==> src/rtl/fifo_burst_ctrl_if.sv <==
// Command, FIFO and result signals of the burst controller, bundled as one interface.
// No logic, so no latency of its own.
// Backpressure is carried by cmd_ready and by the FIFO data_count/ack signals.
interface fifo_burst_ctrl_if #(
    parameter int DW = 32
);
    // command side
    logic          cmd_valid;
    logic          cmd_ready;
    logic          cmd_rd;
    logic [3:0]    cmd_len;
    logic [DW-1:0] cmd_base;
    // FIFO side
    logic          wr_en;
    logic          rd_en;
    logic [DW-1:0] din;
    logic [DW-1:0] dout;
    logic [3:0]    data_count;
    logic          wr_ack;
    logic          wr_err;
    logic          rd_ack;
    logic          rd_err;
    // result side
    logic          rd_valid;
    logic [DW-1:0] rd_data;
    logic          done;
    logic          err;
    logic [3:0]    xfer_count;

    // controller view
    modport master (
        input  cmd_valid, cmd_rd, cmd_len, cmd_base,
        input  dout, data_count, wr_ack, wr_err, rd_ack, rd_err,
        output cmd_ready, wr_en, rd_en, din,
        output rd_valid, rd_data, done, err, xfer_count
    );

    // environment view (command source plus FIFO)
    modport slave (
        output cmd_valid, cmd_rd, cmd_len, cmd_base,
        output dout, data_count, wr_ack, wr_err, rd_ack, rd_err,
        input  cmd_ready, wr_en, rd_en, din,
        input  rd_valid, rd_data, done, err, xfer_count
    );
endinterface

==> src/rtl/fifo_burst_ctrl.sv <==
// Turns one write/read burst command into a legal wr_en/rd_en sequence for an 8-deep FIFO.
// Latency: accept -> first enable 1 cycle; last enable -> done 2 cycles.
// Enables are gated on data_count so full/empty are never hit; STALL_MAX idle cycles abort.
module fifo_burst_ctrl #(
    parameter int DW        = 32,
    parameter int DEPTH     = 8,
    parameter int STALL_MAX = 16
) (
    input  logic              clk,
    input  logic              reset,
    fifo_burst_ctrl_if.master bus
);

    localparam int         SW      = $clog2(STALL_MAX + 1);
    localparam logic [3:0] DEPTH_C = 4'(DEPTH);

    typedef enum logic [2:0] {
        S_IDLE,
        S_WR,
        S_RD,
        S_DRAIN,
        S_DONE
    } state_t;

    state_t        state_q;
    logic [3:0]    len_q;
    logic [3:0]    idx_q;
    logic [3:0]    xfer_q;
    logic [SW-1:0] stall_q;
    logic [DW-1:0] base_q;
    logic [DW-1:0] rd_data_q;
    logic          rd_valid_q;
    logic          done_q;
    logic          err_q;

    logic          fifo_err;
    logic          any_ack;
    logic          space_ok;
    logic          data_ok;
    logic          wr_fire;
    logic          rd_fire;
    logic          fire;
    logic          accept;
    logic [3:0]    len_d;
    logic [3:0]    xfer_d;

    // An error handshake blocks the enable in the very cycle it is seen;
    // an out-of-range data_count reads as both full and non-empty.
    assign fifo_err = bus.wr_err | bus.rd_err;
    assign any_ack  = bus.wr_ack | bus.rd_ack;
    assign space_ok = bus.data_count < DEPTH_C;
    assign data_ok  = bus.data_count != 4'd0;
    assign wr_fire  = !reset && (state_q == S_WR) && space_ok && !fifo_err;
    assign rd_fire  = !reset && (state_q == S_RD) && data_ok && !fifo_err;
    assign fire     = wr_fire | rd_fire;

    assign bus.cmd_ready = !reset && (state_q == S_IDLE);
    assign accept        = bus.cmd_valid && bus.cmd_ready;
    assign len_d         = (bus.cmd_len > DEPTH_C) ? DEPTH_C : bus.cmd_len;
    // Acks keep counting in every state; a new command restarts the count.
    assign xfer_d        = accept ? 4'd0 : xfer_q + {3'd0, any_ack};

    assign bus.wr_en      = wr_fire;
    assign bus.rd_en      = rd_fire;
    assign bus.din        = base_q + DW'(idx_q);
    assign bus.rd_valid   = rd_valid_q;
    assign bus.rd_data    = rd_data_q;
    assign bus.done       = done_q;
    assign bus.err        = err_q;
    assign bus.xfer_count = xfer_q;

    // Burst sequencer plus registered result outputs.
    always_ff @(posedge clk) begin
        if (reset) begin
            state_q    <= S_IDLE;
            len_q      <= '0;
            idx_q      <= '0;
            xfer_q     <= '0;
            stall_q    <= '0;
            base_q     <= '0;
            rd_data_q  <= '0;
            rd_valid_q <= 1'b0;
            done_q     <= 1'b0;
            err_q      <= 1'b0;
        end else begin
            done_q     <= 1'b0;
            rd_valid_q <= bus.rd_ack;
            if (bus.rd_ack) begin
                rd_data_q <= bus.dout;
            end
            xfer_q <= xfer_d;

            case (state_q)
                S_IDLE: begin
                    if (accept) begin
                        len_q   <= len_d;
                        base_q  <= bus.cmd_base;
                        idx_q   <= '0;
                        stall_q <= '0;
                        err_q   <= 1'b0;
                        if (len_d == 4'd0) begin
                            state_q <= S_DONE;
                            done_q  <= 1'b1;
                        end else begin
                            state_q <= bus.cmd_rd ? S_RD : S_WR;
                        end
                    end
                end
                S_WR, S_RD: begin
                    if (fifo_err) begin
                        err_q   <= 1'b1;
                        state_q <= S_DONE;
                        done_q  <= 1'b1;
                    end else if (fire) begin
                        idx_q   <= idx_q + 4'd1;
                        stall_q <= '0;
                        if (idx_q + 4'd1 == len_q) begin
                            state_q <= S_DRAIN;
                        end
                    end else if (stall_q == SW'(STALL_MAX - 1)) begin
                        err_q   <= 1'b1;
                        state_q <= S_DONE;
                        done_q  <= 1'b1;
                    end else begin
                        stall_q <= stall_q + 1'b1;
                    end
                end
                S_DRAIN: begin
                    if (fifo_err) begin
                        err_q   <= 1'b1;
                        state_q <= S_DONE;
                        done_q  <= 1'b1;
                    end else if (xfer_d == len_q) begin
                        state_q <= S_DONE;
                        done_q  <= 1'b1;
                    end
                end
                S_DONE: begin
                    if (fifo_err) begin
                        err_q <= 1'b1;
                    end
                    state_q <= S_IDLE;
                end
                default: state_q <= S_IDLE;
            endcase
        end
    end

endmodule

==> src/flat_wrapper.sv <==
// flat-port wrapper written by rule: the top's interface ports become plain ports
module fifo_burst_ctrl_flat 
#(
    parameter int DW        = 32,
    parameter int DEPTH     = 8,
    parameter int STALL_MAX = 16
)
  (clk, reset, bus_cmd_valid, bus_cmd_rd, bus_cmd_len, bus_cmd_base, bus_dout, bus_data_count, bus_wr_ack, bus_wr_err, bus_rd_ack, bus_rd_err, bus_cmd_ready, bus_wr_en, bus_rd_en, bus_din, bus_rd_valid, bus_rd_data, bus_done, bus_err, bus_xfer_count);
  fifo_burst_ctrl_if #(.DW(DW)) bus_i ();
  input  logic clk;
  input  logic reset;
  input wire logic [$bits(bus_i.cmd_valid)-1:0] bus_cmd_valid;
  input wire logic [$bits(bus_i.cmd_rd)-1:0] bus_cmd_rd;
  input wire logic [$bits(bus_i.cmd_len)-1:0] bus_cmd_len;
  input wire logic [$bits(bus_i.cmd_base)-1:0] bus_cmd_base;
  input wire logic [$bits(bus_i.dout)-1:0] bus_dout;
  input wire logic [$bits(bus_i.data_count)-1:0] bus_data_count;
  input wire logic [$bits(bus_i.wr_ack)-1:0] bus_wr_ack;
  input wire logic [$bits(bus_i.wr_err)-1:0] bus_wr_err;
  input wire logic [$bits(bus_i.rd_ack)-1:0] bus_rd_ack;
  input wire logic [$bits(bus_i.rd_err)-1:0] bus_rd_err;
  output wire logic [$bits(bus_i.cmd_ready)-1:0] bus_cmd_ready;
  output wire logic [$bits(bus_i.wr_en)-1:0] bus_wr_en;
  output wire logic [$bits(bus_i.rd_en)-1:0] bus_rd_en;
  output wire logic [$bits(bus_i.din)-1:0] bus_din;
  output wire logic [$bits(bus_i.rd_valid)-1:0] bus_rd_valid;
  output wire logic [$bits(bus_i.rd_data)-1:0] bus_rd_data;
  output wire logic [$bits(bus_i.done)-1:0] bus_done;
  output wire logic [$bits(bus_i.err)-1:0] bus_err;
  output wire logic [$bits(bus_i.xfer_count)-1:0] bus_xfer_count;
  assign bus_i.cmd_valid = bus_cmd_valid;
  assign bus_i.cmd_rd = bus_cmd_rd;
  assign bus_i.cmd_len = bus_cmd_len;
  assign bus_i.cmd_base = bus_cmd_base;
  assign bus_i.dout = bus_dout;
  assign bus_i.data_count = bus_data_count;
  assign bus_i.wr_ack = bus_wr_ack;
  assign bus_i.wr_err = bus_wr_err;
  assign bus_i.rd_ack = bus_rd_ack;
  assign bus_i.rd_err = bus_rd_err;
  assign bus_cmd_ready = bus_i.cmd_ready;
  assign bus_wr_en = bus_i.wr_en;
  assign bus_rd_en = bus_i.rd_en;
  assign bus_din = bus_i.din;
  assign bus_rd_valid = bus_i.rd_valid;
  assign bus_rd_data = bus_i.rd_data;
  assign bus_done = bus_i.done;
  assign bus_err = bus_i.err;
  assign bus_xfer_count = bus_i.xfer_count;
  fifo_burst_ctrl #(.DW(DW), .DEPTH(DEPTH), .STALL_MAX(STALL_MAX)) u_core (.clk(clk), .reset(reset), .bus(bus_i));
endmodule
==> config.mk <==
export PLATFORM = sky130hd
export DESIGN_NAME = fifo_burst_ctrl_flat
export DESIGN_NICKNAME = d
export VERILOG_FILES = /design/src/rtl/fifo_burst_ctrl_if.sv /design/src/rtl/fifo_burst_ctrl.sv /design/src/flat_wrapper.sv
export SDC_FILE = /design/constraint.sdc
export NUM_CORES = 1
export LEC_CHECK = 0
export BUFFER_PORTS_ARGS = -buffer_cell sky130_fd_sc_hd__buf_2
export CAP_MARGIN = 20
export CORE_MARGIN = 8
export CORE_UTILIZATION = 45
export DETAILED_ROUTE_END_ITERATION = 6
export GPL_ROUTABILITY_DRIVEN = 0
export PLACE_DENSITY = 0.83
export SLEW_MARGIN = 10
export SYNTH_ARGS = -nofsm -noshare
export SYNTH_HDL_FRONTEND = slang
export SYNTH_SLANG_ARGS = --single-unit
==> constraint.sdc <==
create_clock -name clk -period 3.3 [get_ports clk]
set_input_delay 0.33 -clock clk [delete_from_list [all_inputs] [get_ports clk]]
set_output_delay 0.33 -clock clk [all_outputs]
set_load 0.05 [all_outputs]
Yosys cells after proc, flatten, opt, wreduce, memory -nomap -nowiden
Cells that the tools add are included.

operators by class
  equal/unequal tests = 17
  mux-type cells = 35
  add/sub/neg operators = 4
  bitwise operators = 3
  reductions and logical operators = 22
  order comparisons = 2

operators by type and width
  cell                                                             count
  32-bit by 4-bit adder with 32-bit output                         1
  3-bit two-way mux                                                8
  4-bit two-way mux                                                5
  5-bit two-way mux                                                4
  1-bit two-way mux                                                12
  4-bit AND reduction                                              3
  5-bit one-hot mux with 2 select lines                            1
  3-bit one-hot mux with 3 select lines                            1
  4-bit == test                                                    2
  1-bit logical AND                                                8
  4-bit one-hot mux with 2 select lines                            1
  3-bit by 2-bit == test with 1-bit output, second input constant  2
  2-bit by 1-bit != test with 1-bit output, second input constant  3
  3-bit by 1-bit != test with 1-bit output, second input constant  2
  3-bit by 2-bit != test with 1-bit output, second input constant  2
  1-bit one-hot mux with 3 select lines                            2
  5-bit by 1-bit adder with 5-bit output, second input constant    1
  5-bit by 4-bit == test with 1-bit output, second input constant  1
  5-bit AND reduction                                              1
  4-bit by 1-bit adder with 4-bit output                           1
  4-bit by 1-bit adder with 4-bit output, second input constant    1
  4-bit greater-than comparator, second input constant             1
  4-bit zero test                                                  1
  4-bit < comparator, second input constant                        1
  other kinds (14)                                                 18

storage, ports and cells
  input bits = 80
  output and inout bits = 74
  bits in registers = 87

Depth between registers and ports, before layout
  depth after elaboration = 8
  depth in mapped cells = 10
  gate-level depth less buffers = 8

Least setup slack after synthesis
Ideal clock, no wire load.

  kind = reg-to-output
  start point = reg u_core.idx_q[0]
  end point = out bus_din[22]
  arrival time = 2546 ps
  path slack = 424 ps
  cell stages (with the launch flop) = 9
  cell sequence = dfxtp_1 ha_1 inv_1 fa_1 nor2b_1 o21a_1 o2111ai_1 nor3_1 xor2_1

on the way
  longest elaborated chain between the ends = 1

ends and longest elaborated chain
  what                                      RTL line                source
  start, declared                           fifo_burst_ctrl.sv:27   logic [3:0] idx_q;
  start signal, assigned                    fifo_burst_ctrl.sv:115  idx_q <= idx_q + 4'd1;
  32-bit by 4-bit adder with 32-bit output  fifo_burst_ctrl.sv:65   assign bus.din = base_q + DW'(idx_q);
  end, declared                             flat_wrapper.sv:25      output wire logic [$bits(bus_i.din)-1:0] bus_din;

No other way between the ends.

Final worst setup path
  start point = reg u_core.idx_q[0]
  end point = out bus_din[28]

Same word-level chain as after synthesis.

==> impl_metrics.yaml <==
outcome:
  status: "finished clean"
die:
  core_area_um2: 9639
  die_h_um: 114.9
  num_rows: 36
  die_x_um: 114.9
  start_util: 0.4566
  ios: 154
  die-area_um2: 13200
sta:
  finalSetupViolCount: 0
  finalMaxSlewViolations: 0
  tightestPinTransition_ns: 0.7553
  slew-limit-headroom: 0.4918
  max_clock_freq_mhz: 316.0
  skew_ns: 0.01092
  finalHoldViolCount: 0
  holdWs_ns: 0.1526
  period_share: 0.9589
  rsz0062_at_grt: "yes"
  min_period_ns: 3.164
  setup_tns_ns: 0
setup_path:
  reg2reg_depth: 4
  critical_path_required_ns: 2.97
  critPathLaunchType: "flip-flop"
  crit_type: "reg -> out"
  worstPathArrival_ns: 2.83
  rr_startpoint: "u_core.state_q[2]"
  crit_path_end_kind: "output port"
  r2r-end: "u_core.state_q[0]"
  cp_max_fo: 9
  r2r_slack_ns: 1.15
routing:
  antenna_left: 0
  drt_wl_total_um: 12380
  vias: 4164
  first_iter_violations: 194
  drc_errors: 0
  viasPerCell: 5.244
  drtPass1Iterations: 5
  wl_per_cell_um: 15.60
finish:
  syn_to_final_growth_pct: 23.51
  final_cell_area_um2: 5436
  nNetsFinal: 746
  n_antenna_cell: 0
  final_layout_size_suffix_gt1_frac: 0.2905
clock_tree:
  insertion_delay_ns: 0.35
  cts_made_buffers: 9
  htree_levels: 3
  cts.sinks: 87
  cts_tree: "done"
  max-clock-path-buffers: 2
  root_buffer: "clkbuf_8"
  clkSlewWorstSetupHoldPaths_ns: 0.09
logic_synthesis:
  netlist_instances: 513
  syn_avg_cell_area_um2: 8.580
  yosys.area.top_type: "dfxtp_1"
  synth_cell_types: 56
  syn_area_um2: 4402
  yosysMostFrequentCell: "dfxtp_1"
  synth_edf_count: 0
  synth_top_area_frac: 0.3957
  synthTopCellsByCount: "87 x dfxtp_1, 79 x nand2_1, 51 x nor2_1"
  yosysSeqAreaShare: 0.3957
  syn_nets: 603
  ys_seq_elements: 87
  synthFlopType: "dfxtp_1"
  yosys-top-cells-area: "dfxtp_1 40%, mux2i_1 7.3%, nand2_1 6.7%"
  yosys_warnings: 0
  async_flop_share: 0
pwr:
  power_mw: 3.496
  power_density_nw_per_um2: 643.1
  ir_drop_mv: 0.3045
  power_frac_seq: 0.400
  p_sw_mw: 1.536
  power.internal_mw: 1.961
  total_leakage_power_nw: 2.597
  combPwrFrac: 0.404
  switching_share: 0.4393
  clkPwrFrac: 0.196
place:
  portBuffers: 153
  placed_area_um2: 5246
  place_hpwl_um: 9420
global_routing:
  antenna_found_initial: 0
  grt_first_pass_wirelength_um: 20280
  grt_max_degree: 46
  grtUsageTotal: 0.1869
  grt_pass1_vias: 4346
  overflow: 0
hold_path:
  hold_depth: 3
  worstHoldEndpoint: "u_core.base_q[29]"
  hold_path_class: "in -> reg"
  hold_start: "bus_cmd_base[29]"
job:
  cap_violations: 0
==> power groups by stage <==
stage	registers, mW	clock network, mW	logic (mW)
after floorplan	1.47	0	1.04
after global placement	1.41	0	1.38
after detailed placement	1.41	0	1.41
after CTS	1.39	0.699	1.42
after global routing	1.42	0.740	1.51
final	1.40	0.684	1.41
==> area by class of cell <==
type	instances	area, um2
Clock buffer	12	155.1
Timing Repair Buffer	159	810.8
Fill cell	872	4203
Multi-Input combinational cell	382	2479
Tap cell	133	166.4
Clock inverter	4	20.02
Inverter	17	63.81
Sequential cell	87	1742
==> cells in the final DEF, fill, tap and decap left out, types with 4 or more instances in the layout <==
master	n
nor3_1	13
ha_1	9
clkbuf_8	11
nand2b_1	6
buf_2	153
and2_1	8
nor2_1	51
nand2_1	79
buf_4	6
and3_1	5
nand4_1	15
xor2_1	15
a31oi_1	4
dfxtp_1	87
o31ai_1	8
inv_1	17
o21ai_0	10
xnor2_1	28
a21oi_1	15
nand3_1	34
mux2i_1	32
clkinv_2	4
==> critical path, stage by stage (launching register included) <==
cell and delay [ns]:
dfxtp_1 0.45, ha_1 0.21, inv_1 0.05, fa_1 0.40, nor2b_1 0.15, o21a_1 0.19, o2111ai_2 0.29, nor3_1 0.30
xnor2_1 0.16, buf_2 0.29
==> metrics by stage <==
| stage | setup WS, ns | util | instances |
|---|---|---|---|
| 2_1_floorplan | 0.4238 | - | 513 |
| 3_3_place_gp | 0.5916 | 0.5443 | 778 |
| 3_5_place_dp | 0.4037 | 0.5443 | 778 |
| 4_1_cts | 0.006405 | 0.5624 | 794 |
| 5_1_grt | -0.03076 | 0.5640 | 794 |
| 6_report | 0.1356 | 0.5640 | 794 |
==> worst max-delay path by stage <==
stage / from / to / cells past startpoint
floorplan: u_core.idx_q[0] / bus_din[22] / 8
global placement: u_core.idx_q[0] / bus_din[30] / 9
detailed placement: u_core.idx_q[0] / bus_din[26] / 9
CTS: u_core.idx_q[0] / bus_din[26] / 9
global route: u_core.idx_q[0] / bus_din[30] / 9
finish: u_core.idx_q[0] / bus_din[28] / 9
==> layer usage <==
metal	wire, um	vias to the layer above	global-route usage
li1	-	2047	-
met2	5919	157	0.3122
met1	5165	1929	0.2083
met4	318	0	0.08144
met3	979	31	0.07090
met5	0	-	0
==> timing repair <==
action / in CTS / in global routing
gates resized for setup: 0 / 3
endpoints found under the hold margin: 0 / 0
setup endpoints to repair: 0 / 21
buffers inserted: 0 / 0
hold buffers: 0 / 0
==> logic make-up after synthesis <==
| group | after synthesis | share of synthesized area |
|---|---|---|
| AOI/OAI and AO/OA | 59 | 0.09892 |
| xor gates and xnor gates | 44 | 0.09068 |
| DFF | 87 | 0.3957 |
| muxes | 32 | 0.07277 |
| adders and majority gates | 10 | 0.03013 |
| and+or+nand+nor | 237 | 0.2672 |
| buffers and inverters | 44 | 0.04463 |
==> state kept, by name, indices dropped and copies added (netlist names), 3 cells and up <==
register and count:
u_core.state_q 3, u_core.bus.xfer_count 4, u_core.bus.rd_data 32, u_core.stall_q 5
u_core.base_q 32, u_core.idx_q 4, u_core.len_q 4
No activity file was read; power rests on OpenSTA's default activity.
